**config.mk**
```make
export PLATFORM = sky130hd
export DESIGN_NAME = ccff_prog_ctrl
export DESIGN_NICKNAME = d
export VERILOG_FILES = /design/src/rtl/ccff_prog_pkg.sv /design/src/rtl/ccff_crc16_serial.sv /design/src/rtl/ccff_prog_ctrl.sv
export SDC_FILE = /design/constraint.sdc
export NUM_CORES = 1
export LEC_CHECK = 0
export CORE_ASPECT_RATIO = 2
export CORE_UTILIZATION = 45
export DETAILED_ROUTE_END_ITERATION = 6
export DONT_BUFFER_PORTS = 1
export SLEW_MARGIN = 10
export SYNTH_ARGS = -nofsm -noshare
export SYNTH_HDL_FRONTEND = slang
export SYNTH_SLANG_ARGS = --single-unit
```
**constraint.sdc**
```tcl
create_clock -name prog_clk -period 2.1 [get_ports prog_clk]
set_clock_uncertainty 0.15 [all_clocks]
set_input_delay 0.21 -clock prog_clk [delete_from_list [all_inputs] [get_ports prog_clk]]
set_output_delay 0.21 -clock prog_clk [all_outputs]
set_load 0.02 [all_outputs]
```
**src/rtl/ccff_prog_pkg.sv**
```systemverilog
// rtl/ccff_prog_pkg.sv - shared types, CRC constants and sizing helper for the ccff programming controller.
package ccff_prog_pkg;

   typedef enum logic [1:0] {
      ST_IDLE,
      ST_SHIFT,
      ST_VERIFY,
      ST_DONE
   } state_t;

   localparam logic [15:0] CRC16_POLY = 16'h1021;
   localparam logic [15:0] CRC16_INIT = 16'hFFFF;

   function automatic int num_words(input int chain_len, input int word_w);
      return (chain_len + word_w - 1) / word_w;
   endfunction

endpackage

```
**src/rtl/ccff_crc16_serial.sv**
```systemverilog
// rtl/ccff_crc16_serial.sv - bit-serial CRC-16-CCITT accumulator with clear and enable.
module ccff_crc16_serial
   import ccff_prog_pkg::*;
(
   input  logic        clk,
   input  logic        rst,
   input  logic        clr,
   input  logic        en,
   input  logic        din,
   output logic [15:0] crc
);

   logic [15:0] crc_q, crc_d;
   logic        fb;

   always_comb begin
      fb    = din ^ crc_q[15];
      crc_d = crc_q;
      if (clr) begin
         crc_d = CRC16_INIT;
      end else if (en) begin
         crc_d = {crc_q[14:0], 1'b0} ^ (fb ? CRC16_POLY : 16'h0000);
      end
   end

   always_ff @(posedge clk) begin
      if (rst) begin
         crc_q <= CRC16_INIT;
      end else begin
         crc_q <= crc_d;
      end
   end

   assign crc = crc_q;

endmodule

```
**src/rtl/ccff_prog_ctrl.sv**
```systemverilog
// rtl/ccff_prog_ctrl.sv - ccff chain programming controller: word stream in, MSB-first serial out.
// Defining CCFF_READBACK_EN adds a recirculating CRC readback check (VERIFY state, error flag).
module ccff_prog_ctrl
   import ccff_prog_pkg::*;
#(
   parameter int CHAIN_LEN = 64,
   parameter int WORD_W    = 8
) (
   input  logic              prog_clk,
   input  logic              prog_reset,
   input  logic              start,
   input  logic [WORD_W-1:0] bs_data,
   input  logic              bs_valid,
   output logic              bs_ready,
   output logic              ccff_head,
   input  logic              ccff_tail,
   output logic              chain_clk_en,
   output logic              busy,
   output logic              done,
   output logic              error
);

   localparam int NUM_WORDS = num_words(CHAIN_LEN, WORD_W);
   localparam int BCW       = $clog2(CHAIN_LEN + 1);
   localparam int WCW       = $clog2(NUM_WORDS + 1);
   localparam int SCW       = $clog2(WORD_W + 1);

   state_t            state_q, state_d;
   logic [BCW-1:0]    bit_cnt_q, bit_cnt_d;
   logic [WCW-1:0]    word_cnt_q, word_cnt_d;
   logic [WORD_W-1:0] buf_q, buf_d, sh_q, sh_d, src;
   logic              buf_full_q, buf_full_d;
   logic [SCW-1:0]    sh_cnt_q, sh_cnt_d, src_cnt;
   logic              head_q, head_d, en_q, en_d;
   logic              load_sh, pop, take, pass_start, last_verify;

   assign pass_start = (state_q == ST_IDLE) && start;
   assign take       = bs_valid && bs_ready;

   // An empty shifter is refilled from the buffer in the same cycle it pops, so streams have no bubble.
   always_comb begin
      load_sh = (state_q == ST_SHIFT) && (sh_cnt_q == '0) && buf_full_q;
      src     = load_sh ? buf_q : sh_q;
      src_cnt = load_sh ? SCW'(WORD_W) : sh_cnt_q;
      pop     = (state_q == ST_SHIFT) && (src_cnt != '0);
   end

`ifdef CCFF_READBACK_EN
   logic [BCW-1:0] vcnt_q, vcnt_d;
   logic           error_q, error_d, recirc, crc_mismatch;
   logic [15:0]    crc_head, crc_tail;

   ccff_crc16_serial u_crc_head (
      .clk (prog_clk), .rst (prog_reset), .clr (pass_start),
      .en  (pop), .din (src[WORD_W-1]), .crc (crc_head)
   );
   ccff_crc16_serial u_crc_tail (
      .clk (prog_clk), .rst (prog_reset), .clr (pass_start),
      .en  (recirc), .din (ccff_tail), .crc (crc_tail)
   );

   // First VERIFY cycle still carries the final loaded bit; recirculation follows for CHAIN_LEN cycles.
   assign recirc       = (state_q == ST_VERIFY) && (vcnt_q != '0);
   assign last_verify  = (vcnt_q == BCW'(CHAIN_LEN));
   assign crc_mismatch = (state_q == ST_DONE) && (crc_head != crc_tail);

   always_comb begin
      vcnt_d  = vcnt_q;
      error_d = error_q;
      if (pass_start) begin
         vcnt_d  = '0;
         error_d = 1'b0;
      end else if (state_q == ST_VERIFY) begin
         vcnt_d = vcnt_q + BCW'(1);
      end else if (state_q == ST_DONE) begin
         error_d = error_q || crc_mismatch;
      end
   end

   always_ff @(posedge prog_clk) begin
      if (prog_reset) begin
         vcnt_q  <= '0;
         error_q <= 1'b0;
      end else begin
         vcnt_q  <= vcnt_d;
         error_q <= error_d;
      end
   end
`else
   logic unused_tail;
   assign unused_tail = ccff_tail;
   assign last_verify = 1'b0;
`endif

   always_ff @(posedge prog_clk) begin
      if (prog_reset) begin
         state_q <= ST_IDLE;
      end else begin
         state_q <= state_d;
      end
   end

   always_comb begin
      state_d = state_q;
      case (state_q)
         ST_IDLE:   if (start) state_d = ST_SHIFT;
         ST_SHIFT:
            if (pop && (bit_cnt_q == BCW'(CHAIN_LEN - 1))) begin
`ifdef CCFF_READBACK_EN
               state_d = ST_VERIFY;
`else
               state_d = ST_DONE;
`endif
            end
         ST_VERIFY: if (last_verify) state_d = ST_DONE;
         ST_DONE:   state_d = ST_IDLE;
         default:   state_d = ST_IDLE;
      endcase
   end

   always_comb begin
      bit_cnt_d  = bit_cnt_q;
      word_cnt_d = word_cnt_q;
      buf_d      = buf_q;
      buf_full_d = buf_full_q;
      sh_d       = sh_q;
      sh_cnt_d   = sh_cnt_q;
      head_d     = pop ? src[WORD_W-1] : head_q;
      en_d       = pop;
      if (pass_start) begin
         bit_cnt_d  = '0;
         word_cnt_d = '0;
         buf_d      = '0;
         buf_full_d = 1'b0;
         sh_d       = '0;
         sh_cnt_d   = '0;
      end else if (state_q == ST_SHIFT) begin
         sh_d     = src;
         sh_cnt_d = src_cnt;
         if (load_sh) buf_full_d = 1'b0;
         if (pop) begin
            sh_d      = src << 1;
            sh_cnt_d  = src_cnt - SCW'(1);
            bit_cnt_d = bit_cnt_q + BCW'(1);
         end
         if (take) begin
            buf_d      = bs_data;
            buf_full_d = 1'b1;
            word_cnt_d = word_cnt_q + WCW'(1);
         end
      end
   end

   always_ff @(posedge prog_clk) begin
      if (prog_reset) begin
         bit_cnt_q  <= '0;
         word_cnt_q <= '0;
         buf_q      <= '0;
         buf_full_q <= 1'b0;
         sh_q       <= '0;
         sh_cnt_q   <= '0;
         head_q     <= 1'b0;
         en_q       <= 1'b0;
      end else begin
         bit_cnt_q  <= bit_cnt_d;
         word_cnt_q <= word_cnt_d;
         buf_q      <= buf_d;
         buf_full_q <= buf_full_d;
         sh_q       <= sh_d;
         sh_cnt_q   <= sh_cnt_d;
         head_q     <= head_d;
         en_q       <= en_d;
      end
   end

   always_comb begin
      busy     = (state_q == ST_SHIFT) || (state_q == ST_VERIFY);
      done     = (state_q == ST_DONE);
      bs_ready = (state_q == ST_SHIFT) && !buf_full_q && (word_cnt_q < WCW'(NUM_WORDS));
`ifdef CCFF_READBACK_EN
      chain_clk_en = en_q || recirc;
      ccff_head    = recirc ? ccff_tail : head_q;
      error        = error_q || crc_mismatch;
`else
      chain_clk_en = en_q;
      ccff_head    = head_q;
      error        = 1'b0;
`endif
   end

endmodule
```
==> results of run 1 <==
==> per-layer routing <==
metal	GRT usage (%)	vias up	wire [um]	part of all wire, %
met1	20.0	668	1360	37
met2	39.0	32	2170	59
met4	9.09	0	48	1.3
met3	4.65	6	116	3.1
met5	0	-	0	0
li1	-	721	-	-
==> logic make-up after synthesis <==
group	Yosys count
AO/OA/AOI/OAI	51
XOR/XNOR	5
adder cells (fa/ha/maj)	9
buffers and inverters	17
flip-flops	36
multiplexers	11
other	1
AND/OR/NAND/NOR	70
==> path summary, 6_finish.rpt <==
kind | to | cells after the start | from | slack [ns]
worst max register to register | state_q[0]$_SDFFE_PP0P_ | 6 | sh_cnt_q[0]$_SDFFE_PP0P_ | 0.11
worst max-delay path | state_q[0]$_SDFFE_PP0P_ | 6 | sh_cnt_q[0]$_SDFFE_PP0P_ | 0.11
worst min-delay path | state_q[0]$_SDFFE_PP0P_ | 3 | prog_reset | 0.04
worst min register to register | buf_q[2]$_SDFFE_PP0P_ | 2 | buf_q[2]$_SDFFE_PP0P_ | 0.31
==> flip-flops by register name, indices dropped and copies added (netlist names) <==
register,count
bit_cnt_q,7
state_q,2
word_cnt_q,4
buf_q,8
ccff_head,1
chain_clk_en,1
buf_full_q,1
sh_q,8
sh_cnt_q,4
==> synthesized netlist by cell type, types with 2 or more instances <==
master,number
nor2_1,15
nand2_1,25
nand4_1,2
clkbuf_1,5
inv_1,7
buf_2,3
o21ai_0,8
nor3_1,3
a211oi_1,4
mux2i_1,10
nand3_1,8
nand2b_1,7
o31ai_1,2
xnor2_1,4
ha_1,9
dfxtp_1,36
a21o_1,4
a21oi_1,26
==> power breakdown <==
part / switching, mW / internal (mW)
sequential: 0.0426 / 0.728
clock: 0.249 / 0.351
combinational: 0.286 / 0.182
==> critical path, cell delays in order, from the launching register on <==
cell	delay [ns]
dfxtp_1	0.39
inv_1	0.09
ha_1	0.24
nor3b_2	0.20
a21o_1	0.25
or4b_1	0.52
nand3_1	0.10
==> cells in the final DEF, fill, tap and decap left out, types with 2 or more instances in the layout <==
cell type / n
dfxtp_1: 36
a21oi_1: 26
nand2_1: 25
nor2_1: 15
mux2i_1: 10
ha_1: 9
dlygate4sd3_1: 9
nand3_1: 8
o21ai_0: 8
buf_4: 8
inv_1: 7
nand2b_1: 7
clkbuf_8: 5
a21o_1: 4
xnor2_1: 4
a211oi_1: 4
nor3_1: 3
nand4_1: 2
o31ai_1: 2
==> repair_timing <==
item | CTS | global route
resized for setup | 0 | 1
endpoints found under the hold margin | 12 | 0
hold buffers | 9 | 0
setup endpoints to repair | 0 | 1
==> layout make-up <==
| type | instances | area [sq um] |
|---|---|---|
| fillers | 365 | 1650 |
| multi-input cells | 147 | 927 |
| flip-flops and latches | 36 | 721 |
| repair buffers | 17 | 150 |
| clock buffers | 5 | 68.8 |
| well taps | 49 | 61.3 |
| clock inverters | 3 | 42.5 |
| inverters | 7 | 26.3 |
==> reports/results.ini, run 1 <==
[clock_tree]
cts.path.max_buffers=2
cts_setup_buffers=0
clk_latency_ns=0.28
h-tree-depth=2
clkTransAtPathRegs_ns=0.07
cts_buffers=5
cts.sink_count=36
root_buffer=clkbuf_8
cts_tree=done

[synthesis]
syn-num-nets=222
synthCells=200
ys_seq_area_share_pct=41.9
synth_top_area_cell=dfxtp_1
synth_edf_count=0
synthTopCellsByArea=dfxtp_1 42%, a21oi_1 7.6%, ha_1 6.6%
syn_area_per_cell_sq_um=8.60
async_flop_share_pct=0
synth-xor-area-share_pct=2.55
synth_fa_ha_area_share_pct=6.55
synth_top_family_by_area=simple AND/OR/NAND/NOR gates
synth_mux_area_share_pct=6.48
ys_ff_latch=36
synth-compound-area-share_pct=17.6
synth-simple-area-share_pct=20.1
ys_warn_count=0
ys.flop_type=dfxtp_1
syn_area_sq_um=1720
synth_top_area_share_pct=41.9
synth_cell_types=40

[worst_setup_path]
startpoint_type=flip-flop
critical_path_class=reg2reg
critPathRequiredTime_ns=2.17
endpoint_kind=flip-flop
crit_path_max_fanout=8
worstPathArrival_ns=2.06

[sta]
setup-tns-final_ns=0
finalCriticalPeriod_ns=1.99
hold_viol=0
rsz0062_at_grt=no
setup_viol=0
post-route-period-util_pct=94.7
whs_ns=0.0371
max_freq_mhz=503
worst_slack_ns=0.110
slew_violations=0

[routing]
wl_um=3690
first_pass_iters=4
drc=0
drt_iter0_markers=31
via_count=1427
ant_nets=0
wl_per_cell_um=14.0
vias_per_cell=5.41

[layout]
fin_util_pct=54.8
drive_gt1_share_pct=10.7
final_nets=236
final_area_sq_um=2000
num_antenna_cells=0
area_growth_pct=16.2
layoutNonFillerInstCount=264

[run_status]
status=finished clean

[floorplan]
die_w_um=45.7
die_y_um=89.4
ios=19
start_util_pct=47.2
core-area_sq_um=3650
die_area_sq_um=4090
num_rows=31

[grt]
grtUsageTotal_pct=20.6
grt_overflow_total=0
grt_pass1_vias=1463
grt_max_degree=25
antenna_found_initial=0
grt_pass1_wl_um=6120

[worst_hold_path]
hold_path_class=in2reg

[placed_design]
dpl_cell_area_sq_um=1790
gp_congestion=0.843
placed_cells=247
portBuffers=0
post-dp-hpwl_um=2610
place_ws_ns=0.149

[power_and_ir_drop]
p_per_area_nw_per_um2=921
total_power_mw=1.84
peakVddDrop_uv=653
p_leak_nw=0.800

[job]
drv_cap=0

Power figures use the tool's default switching activity.
==> run 2, diff against run 1 <==
Settings changed: CORE_UTILIZATION 45 to 55, CTS_CLUSTER_SIZE set to 25, PLACE_DENSITY set to 0.7.
==> run 2 against run 1 <==
Effect of this change:
- fmax increased by 2.7%
- routed wire length decreased by 0.95%
- worst hold slack got worse by 0.0064 ns
- total power decreased by 2.9%
- critical path type unchanged
- critical endpoint unchanged
==> reports/results.ini, run 2 (same netlist as run 1, synthesis figures left out) <==
[grt]
antenna_found_initial=0  ; unchanged
grtUsageTotal_pct=23.7  ; +3.1 points
grt_pass1_vias=1462  ; -0.068%
grt_max_degree=25  ; unchanged
grt_pass1_wl_um=6210  ; +1.5%
grt_overflow_total=0  ; unchanged

[worst_setup_path]
crit_buf_inv=1  ; unchanged
reg2reg_to=state_q[0]$_SDFFE_PP0P_
crit_path_max_fanout=8  ; unchanged
path_cells=inv_1 > ha_1 > nor3b_2 > a21o_1 > or4b_1 > nand3_1
critPathRequiredTime_ns=2.18  ; about the same
critical_path_class=reg2reg
startpoint_type=flip-flop
cp.depth=6  ; unchanged
reg2reg_depth=6  ; unchanged
critPathCapture=state_q[0]$_SDFFE_PP0P_
reg2reg_from=sh_cnt_q[0]$_SDFFE_PP0P_
critPathLaunch=sh_cnt_q[0]$_SDFFE_PP0P_
cp_slowest_cell=or4b_1
endpoint_kind=flip-flop
cp_top_family=simple AND/OR/NAND/NOR gates
rrSetupSlack_ns=0.16  ; +0.05 ns
worstPathArrival_ns=2.02  ; -0.04 ns
max_stage_delay_ns=0.52  ; about the same

[layout]
num_antenna_cells=0  ; unchanged
area_growth_pct=15.0
top_regs=buf_q: 8 flops, sh_q: 8 flops, bit_cnt_q: 7 flops
layoutNonFillerInstCount=248  ; -6.1%
layout_common_cells=36 x dfxtp_1, 26 x a21oi_1, 25 x nand2_1, 15 x nor2_1, 11 x buf_4
final_nets=239  ; +1.3%
multi_input_area_sq_um=923  ; -0.40%
final_common_cell=dfxtp_1
fillers=268  ; -27%
fin_util_pct=66.4  ; +12 points
register_area_sq_um=721  ; unchanged
drive_gt1_share_pct=12.4  ; +1.7 points

[routing]
drt_iter0_markers=28  ; -9.7%
wl_per_cell_um=14.7  ; +5.4%
first_pass_iters=4  ; unchanged
vias_per_cell=5.87  ; +8.6%
ant_nets=0  ; unchanged
drc=0  ; unchanged
wl_um=3660  ; -0.95%
via_count=1456  ; +2.0%

[floorplan]
die_area_sq_um=3370  ; -18%
die_w_um=41.5  ; -9.1%
core-area_sq_um=2980  ; -18%
start_util_pct=57.7  ; +11 points
ios=19  ; unchanged
die_y_um=81.1  ; -9.3%
num_rows=28  ; -9.7%

[sta]
setup-tns-final_ns=0  ; unchanged
max_freq_mhz=516  ; +2.7%
whs_ns=0.0307  ; -0.00642 ns
rsz0062_at_grt=no
finalCriticalPeriod_ns=1.94  ; -0.0525 ns
setup_viol=0  ; unchanged
post-route-period-util_pct=92.2  ; -2.5 points
slew_violations=0  ; unchanged
worst_slack_ns=0.163  ; +0.0525 ns
hold_viol=0  ; unchanged

[clock_tree]
root_buffer=clkbuf_8
cts_buffers=5  ; unchanged
cts.sink_count=36  ; unchanged
clk_latency_ns=0.28  ; about the same
clkTransAtPathRegs_ns=0.07  ; about the same
cts_tree=done
h-tree-depth=2  ; unchanged
cts.path.max_buffers=2  ; unchanged

[placed_design]
post-dp-hpwl_um=2650  ; +1.7%
portBuffers=0  ; unchanged
place_ws_ns=0.197  ; +0.0478 ns
gp_congestion=0.804  ; -4.6%
placed_cells=231  ; -6.5%

[power_and_ir_drop]
peakVddDrop_uv=760  ; +16%
p_per_area_nw_per_um2=903  ; -1.9%
p_leak_nw=0.811  ; +1.4%

[job]
drv_cap=0  ; unchanged

[worst_hold_path]
hold_path_class=in2reg

[run_status]
status=finished clean

run 2: cell types whose count changed in the layout (fill, tap and decap cells not counted), sizes merged:
cell,before,now
buf,8,11
clkinvlp,1,0
bufinv,1,0
inv,7,8
clkbuf,5,6
run 2: repair_timing:
item | in CTS | in global routing
gates resized for setup | 0 | 2
hold buffers | 9 | 0
buffers inserted | 0 | 0
hold endpoints to repair | 12 | 0
setup endpoints to repair | 0 | 2
run 2: worst reg2reg max path: stages (launching register included):
cell and delay (ns):
dfxtp_1 0.37, inv_1 0.08, ha_1 0.23, nor3b_2 0.20
a21o_1 0.26, or4b_1 0.52, nand3_1 0.09
run 2: how the worst min path moves through the flow:
stage,start,to,slack (ns),cells after the start
final,prog_reset,bit_cnt_q[3]$_SDFFE_PP0P_,0.03,3
after global routing,prog_reset,bit_cnt_q[3]$_SDFFE_PP0P_,0.05,3
after CTS,prog_reset,bit_cnt_q[3]$_SDFFE_PP0P_,0.03,3
after detailed placement,prog_reset,chain_clk_en$_SDFF_PP0_,0.14,1
after global placement,prog_reset,chain_clk_en$_SDFF_PP0_,0.13,1
after floorplan,bs_data[1],buf_q[1]$_SDFFE_PP0P_,0.20,2
run 2: layer usage:
metal | vias to the layer above | share of wire, % | track usage, %
met4 | 0 | 2.8 | 11.9
met2 | 30 | 60 | 47.2
li1 | 727 | - | -
met3 | 12 | 2.5 | 4.44
met1 | 687 | 35 | 21.9
met5 | - | 0 | 0
run 2: per-stage QoR:
stage	power, mW	instance area [sq um]
final	1.79	1980
after global routing	1.87	1980
after CTS	1.79	1970
after detailed placement	1.26	1790
after global placement	1.24	1790
after floorplan	1.12	1720
run 2: final cells by class:
cell class	count	share of cell area (%)
flip-flops and latches	36	36.5
well taps	30	1.90
clock inverters	2	0.696
clock buffers	6	4.18
inverters	7	1.33
multi-input cells	147	46.7
repair buffers	20	8.73
run 2: where the power goes:
group          internal, mW  total [mW]  leakage, nW  switching, mW
sequential            0.728       0.769        0.291         0.0410
clock                 0.268       0.519       0.0516          0.251
combinational         0.205       0.498        0.469          0.293
total                  1.20        1.79        0.811          0.585
==> run 3, diff against run 2 <==
Settings changed: CORE_ASPECT_RATIO 2 to not set, PLACE_DENSITY 0.7 to 0.74.
==> run 3 against run 2 <==
Effect of this change:
- the flow now finishes with violations (DRC)
- critical endpoint unchanged
- sequential power about the same
- die area fell by 0.40%
- first-iteration DRC count is 64% higher
==> reports/results.ini, run 3 (same netlist as run 1, synthesis figures left out) <==
[run_status]
status=complete, but fails checks
violations=DRC

[power_and_ir_drop]
switching_share_pct=31.5  ; -1.2 points
clkPwrFrac_pct=27.4  ; -1.6 points
p_leak_nw=0.801  ; -1.3%
p_int_mw=1.17  ; -2.5%
combPwrFrac_pct=27.6  ; -0.3 points
p_seq_share_pct=45.0  ; +1.9 points
p_per_area_nw_per_um2=876  ; -3.0%
p_sw_mw=0.540  ; -7.6%
peakVddDrop_uv=514  ; -32%

[worst_setup_path]
crit_path_max_fanout=5  ; -3
reg2reg_depth=5  ; -1
endpoint_kind=flip-flop
worstPathArrival_ns=2.05  ; +0.03 ns
rrSetupSlack_ns=0.17  ; about the same
reg2reg_from=state_q[0]$_SDFFE_PP0P_
reg2reg_to=state_q[0]$_SDFFE_PP0P_
startpoint_type=flip-flop
critical_path_class=reg2reg
critPathRequiredTime_ns=2.22  ; +0.04 ns

[sta]
whs_ns=0.0272  ; -0.00350 ns
post-route-period-util_pct=92.0  ; -0.26 points
setup-tns-final_ns=0  ; unchanged
finalCriticalPeriod_ns=1.93  ; -0.00540 ns
rsz0062_at_grt=no
max_freq_mhz=518  ; +0.28%
hold_viol=0  ; unchanged
slew_violations=0  ; unchanged
setup_viol=0  ; unchanged

[grt]
grt_pass1_wl_um=5640  ; -9.2%
antenna_found_initial=0  ; unchanged
grt_overflow_total=0  ; unchanged
grt_max_degree=25  ; unchanged
met1_usage_pct=25.4  ; +3.5 points
busiest_layer=met2
grt_pass1_vias=1350  ; -7.7%
grtUsageMet2_pct=38.3  ; -8.9 points
grtUsageTotal_pct=21.7  ; -2.0 points
use_met3_pct=5.36  ; +0.91 points

[floorplan]
die_w_um=57.9  ; +39%
core-area_sq_um=2850  ; -4.2%
die_y_um=57.9  ; -29%
die_area_sq_um=3350  ; -0.40%
start_util_pct=60.3  ; +2.5 points
num_rows=19  ; -32%
ios=19  ; unchanged

[layout]
num_antenna_cells=0  ; unchanged
layout_common_cells=36 x dfxtp_1, 26 x a21oi_1, 25 x nand2_1, 15 x nor2_1
fin_util_pct=68.5  ; +2.1 points
area_growth_pct=13.6
drive_gt1_share_pct=11.5  ; -0.86 points
final_nets=238  ; -0.42%
top_regs=buf_q: 8 flops, sh_q: 8 flops, bit_cnt_q: 7 flops
fillers=226  ; -16%
final_common_cell=dfxtp_1

[job]
drv_cap=0  ; unchanged

[clock_tree]
cts.path.max_buffers=2  ; unchanged
cts_tree=done
cts_buffers=5  ; unchanged
cts.sink_count=36  ; unchanged
clk_latency_ns=0.32  ; +0.04 ns
root_buffer=clkbuf_4
h-tree-depth=2  ; unchanged
clkTransAtPathRegs_ns=0.10  ; +0.03 ns

[routing]
via_count=1427  ; -2.0%
drc=2  ; +2
first_pass_iters=6  ; +2
wl_per_cell_um=13.2  ; -11%
vias_per_cell=5.75  ; -2.0%
drt_iter0_markers=46  ; +64%
ant_nets=0  ; unchanged
wl_um=3270  ; -11%

[worst_hold_path]
hold_path_class=in2reg
hold_path.startpoint=prog_reset
min_to=state_q[0]$_SDFFE_PP0P_
min_delay_path_depth=3  ; unchanged

[placed_design]
post-dp-hpwl_um=2380  ; -11%
gp_congestion=0.821  ; +2.1%
portBuffers=0  ; unchanged

==> run 3: layout make-up <==
type	instances	area (sq um)	area share [%]
tap	31	38.8	1.99
clock inverter	2	35.0	1.79
timing repair buffer	19	165	8.46
clock buffer	6	41.3	2.11
inverter	7	26.3	1.35
sequential	36	721	36.9
multi-input combinational	147	926	47.4
==> run 3: routing by layer <==
metal | up-vias | part of all wire (%)
li1 | 729 | -
met1 | 671 | 47
met2 | 25 | 49
met3 | 2 | 3.0
met4 | 0 | 0.31
met5 | - | 0
==> run 3: power by group through the flow <==
stage / logic, mW / clock network [mW] / registers, mW
after global placement: 0.442 / 0 / 0.781
after detailed placement: 0.453 / 0 / 0.786
after global routing: 0.526 / 0.509 / 0.776
after floorplan: 0.348 / 0 / 0.775
after CTS: 0.470 / 0.482 / 0.770
final: 0.473 / 0.469 / 0.770
==> run 3: critical path, stage by stage (launching register included) <==
cell	delay (ns)
dfxtp_1	0.41
inv_1	0.11
ha_1	0.26
a2111oi_1	0.37
or4b_1	0.48
nand3_1	0.10
==> run 3: per-stage QoR <==
| step | cell area (sq um) | setup slack (ns) | cells | power [mW] |
|---|---|---|---|---|
| floorplan | 1720 | 0.0754 | 200 | 1.12 |
| global route | 1950 | 0.0551 | 248 | 1.81 |
| CTS | 1950 | 0.137 | 248 | 1.72 |
| finish | 1950 | 0.168 | 248 | 1.71 |
| global placement | 1780 | 0.230 | 231 | 1.22 |
| detailed placement | 1780 | 0.188 | 231 | 1.24 |
==> run 3: repair_timing <==
action                     4_1_cts  5_1_grt
hold endpoints to repair        13        0
setup endpoints to repair        0        2
gates resized for setup          0        2
buffers inserted                 0        0
hold buffers                     9        0
==> run 3: how the worst max path moves through the flow <==
stage	startpoint	endpoint	slack (ns)	cells after the start
2_1_floorplan	state_q[1]$_SDFFE_PP0P_	buf_q[0]$_SDFFE_PP0P_	0.08	7
3_3_place_gp	sh_cnt_q[0]$_SDFFE_PP0P_	state_q[0]$_SDFFE_PP0P_	0.23	6
3_5_place_dp	state_q[0]$_SDFFE_PP0P_	state_q[0]$_SDFFE_PP0P_	0.19	5
4_1_cts	state_q[1]$_SDFFE_PP0P_	bs_ready	0.14	5
5_1_grt	state_q[0]$_SDFFE_PP0P_	state_q[0]$_SDFFE_PP0P_	0.06	5
6_report	state_q[0]$_SDFFE_PP0P_	state_q[0]$_SDFFE_PP0P_	0.17	5
